==> src/rtl/bcd_score_scanner.sv <==
// N-digit BCD score accumulator with saturating add handshake and a multiplexed
// active-low seven-segment scanner. Optional macro: LEADING_ZERO_BLANK_EN.
module bcd_score_scanner #(
    parameter int unsigned DIGITS      = 4,
    parameter int unsigned POINTS_W    = 4,
    parameter int unsigned REFRESH_DIV = 100000
) (
    input  logic                  clk,
    input  logic                  rst,
    input  logic                  add_valid,
    input  logic [POINTS_W-1:0]   add_pts,
    output logic                  add_ready,
    input  logic                  clear,
    output logic [4*DIGITS-1:0]   score_bcd,
    output logic                  overflow,
    output logic [DIGITS-1:0]     an,
    output logic [6:0]            seg
);
    localparam int unsigned SCORE_W = 4 * DIGITS;
    localparam int unsigned CNT_W   = (REFRESH_DIV > 1) ? $clog2(REFRESH_DIV) : 1;
    localparam int unsigned IDX_W   = $clog2(DIGITS);

    typedef enum logic {IDLE, COUNT} state_t;

    state_t              state;
    logic [POINTS_W-1:0] pending;
    logic [SCORE_W-1:0]  score_inc;
    logic                all_nines;
    logic                inc_carry;
    logic [CNT_W-1:0]    refresh_cnt;
    logic [IDX_W-1:0]    digit_idx;
    logic [3:0]          cur_digit;
    logic                cur_blank;

    function automatic logic [6:0] seg_glyph(input logic [3:0] d);
        case (d)
            4'd0:    seg_glyph = 7'b1000000;
            4'd1:    seg_glyph = 7'b1111001;
            4'd2:    seg_glyph = 7'b0100100;
            4'd3:    seg_glyph = 7'b0110000;
            4'd4:    seg_glyph = 7'b0011001;
            4'd5:    seg_glyph = 7'b0010010;
            4'd6:    seg_glyph = 7'b0000010;
            4'd7:    seg_glyph = 7'b1111000;
            4'd8:    seg_glyph = 7'b0000000;
            4'd9:    seg_glyph = 7'b0010000;
            default: seg_glyph = 7'b1111111;
        endcase
    endfunction

    // Ripple BCD +1; all_nines flags the saturation point
    always_comb begin
        score_inc = score_bcd;
        all_nines = 1'b1;
        inc_carry = 1'b1;
        for (int k = 0; k < int'(DIGITS); k++) begin
            if (score_bcd[4*k +: 4] != 4'd9) all_nines = 1'b0;
            if (inc_carry) begin
                if (score_bcd[4*k +: 4] == 4'd9) begin
                    score_inc[4*k +: 4] = 4'd0;
                end else begin
                    score_inc[4*k +: 4] = score_bcd[4*k +: 4] + 4'd1;
                    inc_carry = 1'b0;
                end
            end
        end
    end

    // Accumulator FSM: one point per cycle, clear has priority over any handshake
    always_ff @(posedge clk) begin
        if (rst || clear) begin
            state     <= IDLE;
            pending   <= '0;
            score_bcd <= '0;
            overflow  <= 1'b0;
            add_ready <= 1'b1;
        end else begin
            case (state)
                IDLE: begin
                    if (add_valid && add_ready && add_pts != '0) begin
                        pending   <= add_pts;
                        state     <= COUNT;
                        add_ready <= 1'b0;
                    end
                end
                COUNT: begin
                    if (all_nines) begin
                        overflow  <= 1'b1;
                        pending   <= '0;
                        state     <= IDLE;
                        add_ready <= 1'b1;
                    end else begin
                        score_bcd <= score_inc;
                        pending   <= pending - POINTS_W'(1);
                        if (pending == POINTS_W'(1)) begin
                            state     <= IDLE;
                            add_ready <= 1'b1;
                        end
                    end
                end
                default: begin
                    state     <= IDLE;
                    add_ready <= 1'b1;
                end
            endcase
        end
    end

`ifdef LEADING_ZERO_BLANK_EN
    logic zero_run;
`endif

    // Digit under the strobe, plus leading-zero blanking when enabled
    always_comb begin
        cur_digit = 4'd0;
        cur_blank = 1'b0;
        for (int k = 0; k < int'(DIGITS); k++) begin
            if (digit_idx == IDX_W'(k)) cur_digit = score_bcd[4*k +: 4];
        end
`ifdef LEADING_ZERO_BLANK_EN
        zero_run = 1'b1;
        for (int k = int'(DIGITS) - 1; k >= 1; k--) begin
            zero_run = zero_run & (score_bcd[4*k +: 4] == 4'd0);
            if (zero_run && digit_idx == IDX_W'(k)) cur_blank = 1'b1;
        end
`endif
    end

    // Scanner: anode and segments registered together from the same index
    always_ff @(posedge clk) begin
        if (rst) begin
            refresh_cnt <= '0;
            digit_idx   <= '0;
            an          <= {{(DIGITS-1){1'b1}}, 1'b0};
            seg         <= 7'b1000000;
        end else begin
            if (refresh_cnt == CNT_W'(REFRESH_DIV - 1)) begin
                refresh_cnt <= '0;
                digit_idx   <= (digit_idx == IDX_W'(DIGITS - 1)) ? '0 : digit_idx + IDX_W'(1);
            end else begin
                refresh_cnt <= refresh_cnt + CNT_W'(1);
            end
            an  <= ~(DIGITS'(1) << digit_idx);
            seg <= cur_blank ? 7'b1111111 : seg_glyph(cur_digit);
        end
    end
endmodule

==> config.mk <==
export PLATFORM = sky130hd
export DESIGN_NAME = bcd_score_scanner
export DESIGN_NICKNAME = d
export VERILOG_FILES = /design/src/rtl/bcd_score_scanner.sv
export SDC_FILE = /design/constraint.sdc
export NUM_CORES = 1
export LEC_CHECK = 0
export BUFFER_PORTS_ARGS = -buffer_cell sky130_fd_sc_hd__buf_2
export CORE_MARGIN = 2
export CORE_UTILIZATION = 60
export CTS_BUF_LIST = sky130_fd_sc_hd__clkbuf_16
export DETAILED_ROUTE_END_ITERATION = 16
export PLACE_DENSITY = 0.93
export SKIP_LAST_GASP = 1
export SLEW_MARGIN = 40
export SYNTH_ARGS = -nofsm -noshare
export SYNTH_HDL_FRONTEND = slang
export SYNTH_SLANG_ARGS = --single-unit
==> constraint.sdc <==
create_clock -name clk -period 3.4 [get_ports clk]
set_input_delay 0.51 -clock clk [delete_from_list [all_inputs] [get_ports clk]]
set_output_delay 0.51 -clock clk [all_outputs]
set_load 0.005 [all_outputs]
==> impl_metrics.yaml, run 1 <==
power_and_ir_drop:
  cellLeakagePower_nw: 1.110
  ir_drop_mv: 0.2890
  powerDensity_mw_per_mm2: 384.8
  power_mw: 1.158
global_route:
  met3_usage: 0.04131
  use_met2: 0.3738
  busiest_layer: "met2"
  grtUsageMet1: 0.2819
  grt_max_degree: 21
  grt_pass1_vias: 2065
  grtUsageTotal: 0.2241
  grt_pass1_wl_mm: 9.204
  grt_remaining_overflow: 0
  antenna_found_initial: 0
worst_setup_path:
  reg2reg_from: "digit_idx[0]"
  worstPathRequired_ns: 3.61
  r2r_setup_slack_ns: 1.09
  timing.rr.end: "seg[3]"
  criticalPathCategory: "reg2reg"
  worst-r2r-cell-count: 6
  worst-path-max-fanout: 16
  critPathArrivalTime_ns: 2.53
  endpoint_kind: "register"
  startpoint_type: "register"
synth:
  synth_area_leader_cell: "dfxtp_1"
  syn_nets: 324
  ys_seq_elements: 53
  synth_area_leaders: "dfxtp_1 40%, a21oi_1 4.7%, xor2_1 3.9%, ha_1 3.7%, nand3_1 3.7%"
  synth.most_common_cell: "dfxtp_1"
  yosys_warnings: 0
  synth-seq-area-share: 0.3957
  ys_async_sr_fraction: 0
  synth_top_cell_area_share: 0.3957
  synthFlopType: "dfxtp_1"
  avgSynthCellArea_um2: 8.706
  synth_edf_count: 0
  postSynthCellCount: 308
  synth_area_mm2: 0.002681
  netlist_top_cells_count: "53 x dfxtp_1, 26 x nor2_1, 25 x a21oi_1, 20 x nand3_1, 18 x inv_1"
  synth_cell_types: 52
floorplanning:
  rows: 24
  dieArea_mm2: 0.005020
  initial_core_util: 0.6201
  die_w_um: 70.85
  io_pins: 37
  fp.dieH_um: 70.85
  coreArea_mm2: 0.004324
min_path:
  hold_class: "reg2reg"
  hold_path.startpoint: "overflow"
  hold_end: "overflow"
  whs_path_depth: 1
sta:
  fmax_mhz: 432.7
  relSlewSlack: 0.5367
  finalSetupViolCount: 0
  drv_slew: 0
  fin_crit_ns: 2.311
  rsz0062_at_grt: "no"
  fin_crit_sh: 0.6798
  tightest_slew_ns: 0.6886
  hold_violations: 0
  tns_ns: 0
  final.setup_skew_ns: 0.002883
routing:
  vias: 2355
  wl_per_cell_um: 13.98
  drt_pre_antenna_iters: 4
  drt_iter0_drc: 227
  routed_via_density: 5.977
  drt_wl_total_mm: 5.508
  drc: 0
  ant_nets: 0
clock_network:
  cts.sinks: 53
  cts_buffers: 5
  cts_setup_buffers: 0
  cts_root_buf: "clkbuf_16"
  ctsResizeCount: 0
  path_clk_slew_ns: 0.06
  cts_hold_buf: 0
  cts_buffer_depth: 2
  cts_max_level: 2
  clock_latency_ns: 0.28
  cts_tree: "built"
placement:
  post_dp_cell_area_mm2: 0.002873
  dp_hpwl_mm: 3.893
  io_buffers: 36
  gp_congestion: 0.8326
flow_run:
  cap_violations: 0
finish:
  diodes: 0
  syn_to_final_growth_pct: 12.27
  post-route-cell-area_mm2: 0.003010
  drive_above_1_share: 0.1579
  num-nets-final: 357
  fillers: 340
run_status:
  status: "finished, final reports clean"
-- how the worst max path moves through the flow --
stage | startpoint | end | depth (start not counted)
2_1_floorplan | digit_idx[1] | seg[3] | 7
3_3_place_gp | digit_idx[0] | seg[1] | 6
3_5_place_dp | digit_idx[1] | seg[1] | 6
4_1_cts | digit_idx[1] | seg[3] | 6
5_1_grt | digit_idx[0] | seg[3] | 6
6_report | digit_idx[0] | seg[3] | 6
-- cells in the final DEF, fill, tap and decap left out, types with 12 or more instances in the layout --
cell type | synthesis | routed
dfxtp_1 | 53 | 53
buf_2 | 1 | 36
nor2_1 | 26 | 26
a21oi_1 | 25 | 25
nand3_1 | 20 | 20
inv_1 | 18 | 18
o21ai_0 | 17 | 17
nand2_1 | 14 | 14
nand4_1 | 12 | 12
xor2_1 | 12 | 12
-- stage by stage --
step	instances	hold WS, ns	util	worst slack [ns]
6_report	394	0.4691	0.6962	1.089
5_1_grt	394	0.4823	0.6962	0.9039
4_1_cts	394	0.4748	0.6962	1.100
3_5_place_dp	386	0.4601	0.6644	1.118
3_3_place_gp	386	0.4461	0.6644	1.228
2_1_floorplan	308	0.4382	-	1.443
-- state kept, by name, summed over array words and instances, names as in the netlist --
register     cells
seg              7
refresh_cnt     17
an               4
digit_idx        2
overflow         1
pending          4
add_ready        1
score_bcd       16
state            1
-- worst max-delay path, stage by stage, from the launching register on --
cell,delay [ns]
dfxtp_1,0.40
ha_1,0.52
a211oi_1,0.12
a221oi_2,0.55
ha_1,0.34
a21o_1,0.16
a31oi_1,0.15
-- cell families (layout without fill, tap and decap cells) --
kind of cell	count (synthesis)	after routing	share of synthesized area
XOR/XNOR	19	19	0.06206
multiplexers	1	1	0.003733
adder cells (fa/ha/maj)	8	8	0.03733
buffers and inverters	29	63	0.04806
AO/OA/AOI/OAI	72	72	0.1829
flip-flops	53	53	0.3957
AND/OR/NAND/NOR	126	126	0.2702
-- report_power, final --
group          total, mW  switching (mW)  internal [mW]
clock              0.472           0.206          0.266
sequential         0.638         0.00962          0.628
combinational     0.0478          0.0271         0.0208
total               1.16           0.243          0.915
-- cell type report --
type | count | area, um2 | share of cell area
Timing Repair Buffer | 37 | 187.7 | 0.06234
Multi-Input combinational cell | 226 | 1491 | 0.4954
Clock buffer | 5 | 125.1 | 0.04156
Inverter | 18 | 67.56 | 0.02244
Clock inverter | 3 | 12.51 | 0.004156
Sequential cell | 53 | 1061 | 0.3525
Tap cell | 52 | 65.06 | 0.02161
-- routing by layer --
metal,wire length (um),vias up
li1,-,1192
met1,2471,1098
met2,2734,56
met3,219,9
met4,82,0
met5,0,-
Note: power is estimated with default switching activity, not from simulation.
==> inputs of run 2 (changes only) <==
--- a/config.mk
+++ b/config.mk
@@ -5,12 +5,13 @@
 export SDC_FILE = /design/constraint.sdc
 export NUM_CORES = 1
 export LEC_CHECK = 0
+export ABC_AREA = 1
 export BUFFER_PORTS_ARGS = -buffer_cell sky130_fd_sc_hd__buf_2
 export CORE_MARGIN = 2
-export CORE_UTILIZATION = 60
+export CORE_UTILIZATION = 57
 export CTS_BUF_LIST = sky130_fd_sc_hd__clkbuf_16
 export DETAILED_ROUTE_END_ITERATION = 16
-export PLACE_DENSITY = 0.93
+export PLACE_DENSITY = 0.89
 export SKIP_LAST_GASP = 1
 export SLEW_MARGIN = 40
 export SYNTH_ARGS = -nofsm -noshare
==> constraint.sdc (replaced) <==
create_clock -name clk -period 2.4 [get_ports clk]
set_input_delay 0.36 -clock clk [delete_from_list [all_inputs] [get_ports clk]]
set_output_delay 0.36 -clock clk [all_outputs]
set_load 0.005 [all_outputs]
==> run 2 against run 1 <==
Global-route usage is 2.2 points higher. Wire length up 12%. Final area up 3.8%. Highest routed layer unchanged.
==> impl_metrics.yaml, run 2 <==
run_status:
  status: "finished, final reports clean"
sta:
  tns_ns: 0
  setup_slack_ns: 0.3314
  tightest_slew_ns: 0.4536
  relSlewSlack: 0.6968
  fin_crit_sh: 0.8619
  fin_crit_ns: 2.069
  finalSetupViolCount: 0
  rsz0062_at_grt: "no"
  drv_slew: 0
  final.setup_skew_ns: 0.007528
  fmax_mhz: 483.4
  hold_violations: 0
  whs_ns: 0.3465
routing:
  ant_nets: 0
  drt_pre_antenna_iters: 4
  routed_via_density: 5.400
  vias: 2635
  drc: 0
  wl_per_cell_um: 12.64
  drt_wl_total_mm: 6.168
  drt_iter0_drc: 176
finish:
  post-route-cell-area_mm2: 0.003126
  num-nets-final: 449
  syn_to_final_growth_pct: 14.48
  diodes: 0
  multi_input_area_mm2: 0.001401
  ff_latch_area_mm2: 0.001061
  fillers: 357
  largest_reg_flops: 17
  final_common_cell: "nand2_1"
  layout_common_cells: "96 x nand2_1, 53 x dfxtp_1, 51 x inv_1"
  top_regs: "refresh_cnt: 17 flops, score_bcd: 16 flops, seg: 7 flops"
  drive_above_1_share: 0.1521
  regMostFlops: "refresh_cnt"
flow_run:
  cap_violations: 0
clock_network:
  path_clk_slew_ns: 0.07
  cts_hold_buf: 0
  clock_latency_ns: 0.29
  cts_buffers: 5
  cts_max_level: 2
  cts.sinks: 53
  cts_tree: "built"
  cts_buffer_depth: 2
  cts_setup_buffers: 0
  ctsResizeCount: 0
  cts_root_buf: "clkbuf_16"
worst_setup_path:
  criticalPathCategory: "reg2reg"
  worst-path-max-fanout: 8
  endpoint_kind: "register"
  critPathArrivalTime_ns: 2.29
  worstPathRequired_ns: 2.62
  startpoint_type: "register"
synth:
  syn_nets: 413
  synth_top_cell_area_share: 0.3886
  ys_async_sr_fraction: 0
  synth.most_common_cell: "nand2_1"
  synth_edf_count: 0
  postSynthCellCount: 397
  ys_seq_elements: 53
  synth_area_mm2: 0.002730
  synth-seq-area-share: 0.3886
  synthFlopType: "dfxtp_1"
  synth_area_leaders: "dfxtp_1 39%, nand2_1 13%, a21oi_1 7.3%, inv_1 7.0%, nor2_1 6.0%"
  yosys_warnings: 0
  synth_area_leader_cell: "dfxtp_1"
  netlist_top_cells_count: "96 x nand2_1, 53 x dfxtp_1, 51 x inv_1, 44 x nor2_1, 40 x a21oi_1"
  synth_cell_types: 29
  avgSynthCellArea_um2: 6.877
placement:
  io_buffers: 36
  dp_slack_ns: 0.4075
  post_dp_cell_area_mm2: 0.002932
  gp_congestion: 0.8872
  dp_hpwl_mm: 4.305
global_route:
  grt_pass1_vias: 2422
  antenna_found_initial: 0
  grtUsageTotal: 0.2464
  grt_max_degree: 18
  grt_remaining_overflow: 0
  grt_pass1_wl_mm: 10.37
floorplanning:
  initial_core_util: 0.5858
  die_w_um: 73.21
  fp.dieH_um: 73.21
  rows: 25
  coreArea_mm2: 0.004661
  io_pins: 37
  dieArea_mm2: 0.005359
power_and_ir_drop:
  powerDensity_mw_per_mm2: 607.0
  ir_drop_mv: 0.3220
  cellLeakagePower_nw: 1.441
  power_mw: 1.897
min_path:
  hold_class: "in2reg"
## run 2: cell type report
type,count,area share
tap,54,0.02162
sequential,53,0.3395
multi-input combinational,279,0.4484
clock buffer,5,0.04003
inverter,57,0.06845
timing repair buffer,37,0.06005
clock inverter,3,0.02202
## run 2: cell families (layout without fill, tap and decap cells)
| kind of cell | after synthesis | in the layout | synth area share |
|---|---|---|---|
| simple gates | 190 | 190 | 0.3080 |
| compound gates | 70 | 70 | 0.1334 |
| buf+inv | 65 | 102 | 0.09807 |
| flops | 53 | 53 | 0.3886 |
| xor+xnor | 11 | 11 | 0.03529 |
| fa+ha+maj | 8 | 8 | 0.03667 |
## run 2: power by group
part	total [mW]	leakage, nW	switching (mW)	internal, mW
Combinational	0.0833	0.918	0.0539	0.0293
Sequential	0.900	0.428	0.00977	0.891
Clock	0.913	0.0944	0.313	0.601
Total	1.90	1.44	0.376	1.52
## run 2: worst paths after layout
| check | startpoint | end | slack, ns | cells past startpoint |
|---|---|---|---|---|
| worst min register to register | refresh_cnt[0] | refresh_cnt[0] | 0.47 | 1 |
| worst min-delay path | rst | seg[3] | 0.35 | 2 |
| worst max register to register | digit_idx[0] | seg[3] | 0.33 | 12 |
| worst max-delay path | digit_idx[0] | seg[3] | 0.33 | 12 |
## run 2: worst max-delay path: stages, from the launching register on
cell	delay, ns
dfxtp_1	0.39
inv_1	0.10
ha_1	0.30
a21oi_1	0.14
nand2_1	0.06
a21boi_1	0.28
inv_1	0.11
ha_1	0.29
nand2_1	0.09
nand2_1	0.05
inv_1	0.05
nand2_1	0.04
a21oi_1	0.11
## run 2: through the flow
step,instances,utilization
floorplan,397,-
global placement,480,0.6290
detailed placement,480,0.6290
CTS,488,0.6706
global route,488,0.6706
finish,488,0.6706
## run 2: per-layer routing
layer  wire (um)  GRT usage
met1        2577     0.2864
met2        3048     0.4254
met3         309    0.04834
met4         232     0.1276
met5           0          0
